File: src/rtl/button_input.sv
// button_input: per-channel push-button conditioning.
// Each channel synchronizes a raw pad, debounces it with a stability counter,
// and classifies each press as a short click or a long press.
//
// Parameters:
//   N_BTN          number of independent button channels
//   DEBOUNCE_BITS  debounce counter width; a level change needs 2^DEBOUNCE_BITS stable cycles
//   LONG_BITS      hold counter width; a press held 2^LONG_BITS cycles is a long press
//   ACTIVE_LOW     1: pad reads 0 when pressed, 0: pad reads 1 when pressed
// Ports:
//   clki           system clock, rising edge
//   reset          asynchronous active-high reset
//   btn_in         raw button pads (asynchronous)
//   btn_level      debounced level, 1 = pressed
//   press_pulse    one-cycle pulse with the first pressed cycle
//   release_pulse  one-cycle pulse with the first released cycle
//   click_pulse    one-cycle pulse on release of a short press
//   long_press     one-cycle pulse when a press reaches the long threshold
module button_input #(
  parameter int unsigned N_BTN         = 4,
  parameter int unsigned DEBOUNCE_BITS = 16,
  parameter int unsigned LONG_BITS     = 24,
  parameter bit          ACTIVE_LOW    = 1'b1
) (
  input  logic             clki,
  input  logic             reset,
  input  logic [N_BTN-1:0] btn_in,
  output logic [N_BTN-1:0] btn_level,
  output logic [N_BTN-1:0] press_pulse,
  output logic [N_BTN-1:0] release_pulse,
  output logic [N_BTN-1:0] click_pulse,
  output logic [N_BTN-1:0] long_press
);

  localparam int unsigned DW = DEBOUNCE_BITS;
  localparam int unsigned LW = LONG_BITS;

  typedef enum logic [1:0] {
    IDLE    = 2'd0,
    PRESSED = 2'd1,
    HELD    = 2'd2
  } state_t;

  for (genvar i = 0; i < int'(N_BTN); i++) begin : g_ch
    logic          s1;
    logic          s2;
    logic          level;
    logic [DW-1:0] db_cnt;
    logic          raw_pressed_c;
    logic          flip_c;
    logic          rise_c;
    logic          fall_c;

    state_t        state;
    state_t        state_nxt;
    logic [LW-1:0] hold_cnt;
    logic [LW-1:0] hold_nxt;
    logic          press_q;
    logic          release_q;
    logic          click_q;
    logic          long_q;
    logic          press_nxt;
    logic          release_nxt;
    logic          click_nxt;
    logic          long_nxt;

    assign raw_pressed_c = btn_in[i] ^ ACTIVE_LOW;

    // The level flips on the cycle the counter is saturated and still disagrees.
    assign flip_c = (s2 != level) && (db_cnt == '1);
    assign rise_c = flip_c & s2;
    assign fall_c = flip_c & ~s2;

    // Two-flop synchronizer and debounce counter.
    always_ff @(posedge clki or posedge reset) begin
      if (reset) begin
        s1     <= 1'b0;
        s2     <= 1'b0;
        level  <= 1'b0;
        db_cnt <= '0;
      end else begin
        s1 <= raw_pressed_c;
        s2 <= s1;
        if (s2 == level) begin
          db_cnt <= '0;
        end else if (db_cnt == '1) begin
          level  <= s2;
          db_cnt <= '0;
        end else begin
          db_cnt <= db_cnt + DW'(1);
        end
      end
    end

    // Press classifier state, hold counter and registered pulses.
    always_ff @(posedge clki or posedge reset) begin
      if (reset) begin
        state     <= IDLE;
        hold_cnt  <= '0;
        press_q   <= 1'b0;
        release_q <= 1'b0;
        click_q   <= 1'b0;
        long_q    <= 1'b0;
      end else begin
        state     <= state_nxt;
        hold_cnt  <= hold_nxt;
        press_q   <= press_nxt;
        release_q <= release_nxt;
        click_q   <= click_nxt;
        long_q    <= long_nxt;
      end
    end

    // Next state; the fall is tested before the threshold so a release wins the race.
    always_comb begin
      state_nxt   = state;
      hold_nxt    = hold_cnt;
      press_nxt   = 1'b0;
      release_nxt = 1'b0;
      click_nxt   = 1'b0;
      long_nxt    = 1'b0;
      unique case (state)
        IDLE: begin
          if (rise_c) begin
            state_nxt = PRESSED;
            hold_nxt  = '0;
            press_nxt = 1'b1;
          end
        end
        PRESSED: begin
          if (fall_c) begin
            state_nxt   = IDLE;
            release_nxt = 1'b1;
            click_nxt   = 1'b1;
          end else if (hold_cnt == '1) begin
            state_nxt = HELD;
            long_nxt  = 1'b1;
          end else begin
            hold_nxt = hold_cnt + LW'(1);
          end
        end
        HELD: begin
          if (fall_c) begin
            state_nxt   = IDLE;
            release_nxt = 1'b1;
          end
        end
        default: begin
          state_nxt = IDLE;
        end
      endcase
    end

    assign btn_level[i]     = level;
    assign press_pulse[i]   = press_q;
    assign release_pulse[i] = release_q;
    assign click_pulse[i]   = click_q;
    assign long_press[i]    = long_q;
  end

endmodule

File: config.mk
export PLATFORM = sky130hd
export DESIGN_NAME = button_input
export DESIGN_NICKNAME = d
export VERILOG_FILES = /design/src/rtl/button_input.sv
export SDC_FILE = /design/constraint.sdc
export NUM_CORES = 1
export LEC_CHECK = 0
export CORE_UTILIZATION = 45
export CTS_CLUSTER_DIAMETER = 40
export DETAILED_ROUTE_END_ITERATION = 10
export GPL_TIMING_DRIVEN = 0
export PLACE_DENSITY_LB_ADDON = 0.08
export SLEW_MARGIN = 20
export SYNTH_ARGS = -nofsm -noshare
export SYNTH_HDL_FRONTEND = slang
export SYNTH_SLANG_ARGS = --single-unit
File: constraint.sdc
create_clock -name clki -period 18.5 [get_ports clki]
set_clock_uncertainty 0.2 [all_clocks]
set_input_delay 1.85 -clock clki [delete_from_list [all_inputs] [get_ports clki]]
set_output_delay 1.85 -clock clki [all_outputs]
set_load 0.03 [all_outputs]
==> impl_results.md <==
* Status: finished clean
* Die height at 154.9 um
* Global-route wire length before repair at 38030 um
* CTS root buf: clkbuf_16
* Worst vdd ir at 0.03725 mV
* Setup violations, final at 0
* Slew Viols, Final at 0
* Pwr dens at 69.17 nW/um^2
* DP HPWL at 14850 um
* CP Max Fanout at 6
* Post-synthesis cell area at 10520 um^2
* Placed cell count at 1477
* Final setup margin at 14760 ps
* Via Count at 8326
* N_diodes at 0
* Fin crit share at 20.24%
* Yosys reg bits at 196
* Drt first pass iters at 5
* Clock Latency Late Sink at 430 ps
* Primary FF master, synth: dfrtp_1
* Worst reg2reg path startpoint: g_ch[3].db_cnt[0]$_DFF_PP0_
* Commonest cells in the synthesized netlist: 196 x dfrtp_1, 128 x nor2_1, 103 x nand2_1, 90 x nand3_1, 50 x nand4_1
* Min-delay src: g_ch[0].s1$_DFF_PP0_
* Worst Tran Pin Value at 721.2 ps
* CTS Buf Count at 17
* Total die area at 24000 um^2
* Vias in the first global route at 7949
* Fill count at 2067
* CTS Hold Bufs at 0
* Placed cell area at 11230 um^2
* Synth top area cells: dfrtp_1 47%, nor2_1 4.6%, nand3_1 4.3%
* Endpoint class of the critical path: output port
* CP arrival at 1690 ps
* Max clock buf depth at 2
* CTS clk-pin slew, worst paths at 70 ps
* Minimum clock period at 3744 ps
* IO Pins at 26
* Yosys cell types at 71
* Initial antenna violation count at 0
* Core ar. at 22780 um^2
* Async set-or-reset flop fraction in the synthesized netlist at 100.0%
* Initial Util at 46.20%
* Standard-cell rows at 55
* Pre-CTS WS at 14920 ps
* Max Clk Rate at 267.1 MHz
* Final core area utilization at 51.78%
* Post-synthesis area per instance at 9.255 um^2
* # DRC at 0
* Per-cell routed wire length at 14.35 um
* GPL Wtd Cong at 0.8229
* Synth warnings at 0
* Critical path class: reg -> out
* Power consumption at 0.8159 mW
* Required time of the critical path at 16450 ps
* CTS tree: built
* Hold WC Path Type: reg -> reg
* Port Buffers at 25
* Die width at 154.9 um
* Synth area leader: dfrtp_1
* Drt total wl at 21660 um
* Count leader, synth: dfrtp_1
* Final instance area at 11800 um^2
* Initial drt markers at 454
* EDFF count, synth at 0
* Post-Syn Nets at 1163
* Worst setup path startpoint: g_ch[2].level$_DFFE_PP0N_
* Area fraction of the dominant cell type after synthesis at 46.61%
* Final std cells w/o fill at 1509
* Via-per-instance ratio at 5.518
* Final hold violations at 0
* Hold_ws at 151.9 ps
* CTS H-tree depth at 4
* Largest net degree at the start of global routing at 90
* Setup Fix Bufs, Post-CTS at 0
* Synthesized netlist cell count at 1137
* Post-CTS Resized at 0
* Post-DRT Antenna Nets at 0
* Max-Cap Viols at 0
* CP startpoint kind: flip-flop
* Worst relative slew slack at 51.49%
* Share of layout cells above drive strength 1 at 7.776%
* Area Overhead vs Synth at 12.09%
* Leakage power at 5.039 nW
* Grt total ovfl at 0
* Register area share after synthesis at 46.61%
* RSZ-0062 raised after global routing: no
* TNS Setup at 0 ps
* Nets at 1209
* # clock sinks at 196
* Gr usage total at 19.33%
cell type report:
| cell class | count | area [um^2] | area share, % |
|---|---|---|---|
| plain buffers | 58 | 345.3 | 2.928 |
| repair buffers | 27 | 305.3 | 2.588 |
| clock inverters | 12 | 131.4 | 1.114 |
| clock buffers | 20 | 436.7 | 3.702 |
| inverters | 46 | 180.2 | 1.528 |
| well taps | 313 | 391.6 | 3.320 |
| flip-flops and latches | 196 | 4905 | 41.58 |
| multi-input cells | 837 | 5100 | 43.24 |
metal layers:
| metal | wire (um) | global-route usage (%) |
|---|---|---|
| met5 | 0 | 0 |
| met4 | 244 | 5.611 |
| met3 | 588 | 3.649 |
| met2 | 9883 | 30.46 |
| met1 | 10940 | 27.10 |
power breakdown:
group	switching, mW	internal [mW]
registers	0.00252	0.431
clock network	0.164	0.199
logic	0.0136	0.00500
cells in the final DEF, fill, tap and decap left out, types with 5 or more instances in the layout:
cell type	n
or4_1	13
clkdlybuf4s50_1	25
and2_1	11
a31oi_1	26
nand3_1	90
clkbuf_1	29
buf_2	6
ha_1	20
o21ai_0	47
a41oi_1	5
nand3b_1	5
buf_4	21
nor2b_1	5
o21a_1	5
and3_1	26
clkbuf_16	17
dfrtp_1	196
a31o_2	5
and4_1	6
or2_2	9
a22o_1	12
o31ai_1	11
inv_1	44
a21oi_1	36
mux2i_1	23
o211ai_1	11
nor2_1	128
nor3_1	23
xor2_1	31
nor4_1	7
o21ai_1	11
a21o_1	12
xnor2_1	25
nand2_1	103
nand4_1	50
or3_1	23
kinds of logic (layout without fill, tap and decap cells):
| family | Yosys count | count (layout) | share of synthesized area [%] |
|---|---|---|---|
| XOR/XNOR | 56 | 56 | 4.661 |
| buffers and inverters | 104 | 163 | 4.923 |
| flip-flops | 196 | 196 | 46.61 |
| adder cells (fa/ha/maj) | 20 | 20 | 2.378 |
| AND/OR/NAND/NOR | 517 | 517 | 24.95 |
| multiplexers | 27 | 27 | 2.616 |
| AO/OA/AOI/OAI | 217 | 217 | 13.86 |
final timing paths:
path	slack (ps)	end	cells after the start
min in group asynchronous	1570	g_ch[3].db_cnt[4]$_DFF_PP0_	2
setup / recovery	14760	btn_level[2]	2
hold / removal	150	g_ch[0].s2$_DFF_PP0_	0
max in group asynchronous	15460	g_ch[2].hold_cnt[19]$_DFFE_PP0P_	4
setup reg to reg	15420	g_ch[3].hold_cnt[9]$_DFFE_PP0P_	8
hold reg to reg	150	g_ch[0].s2$_DFF_PP0_	0
worst max-delay path, cell delays in order (launching register included):
cell and delay (ps):
dfrtp_1 470, buf_4 150, clkdlybuf4s50_1 650
sequential cells by signal (all words and copies together), names as in the netlist:
signal	count
g_ch.hold_cnt	96
g_ch.long_q	4
g_ch.level	4
g_ch.release_q	4
g_ch.s2	4
g_ch.press_q	4
g_ch.s1	4
g_ch.click_q	4
g_ch.db_cnt	64
g_ch.state	8
Power figures use the tool's default switching activity.
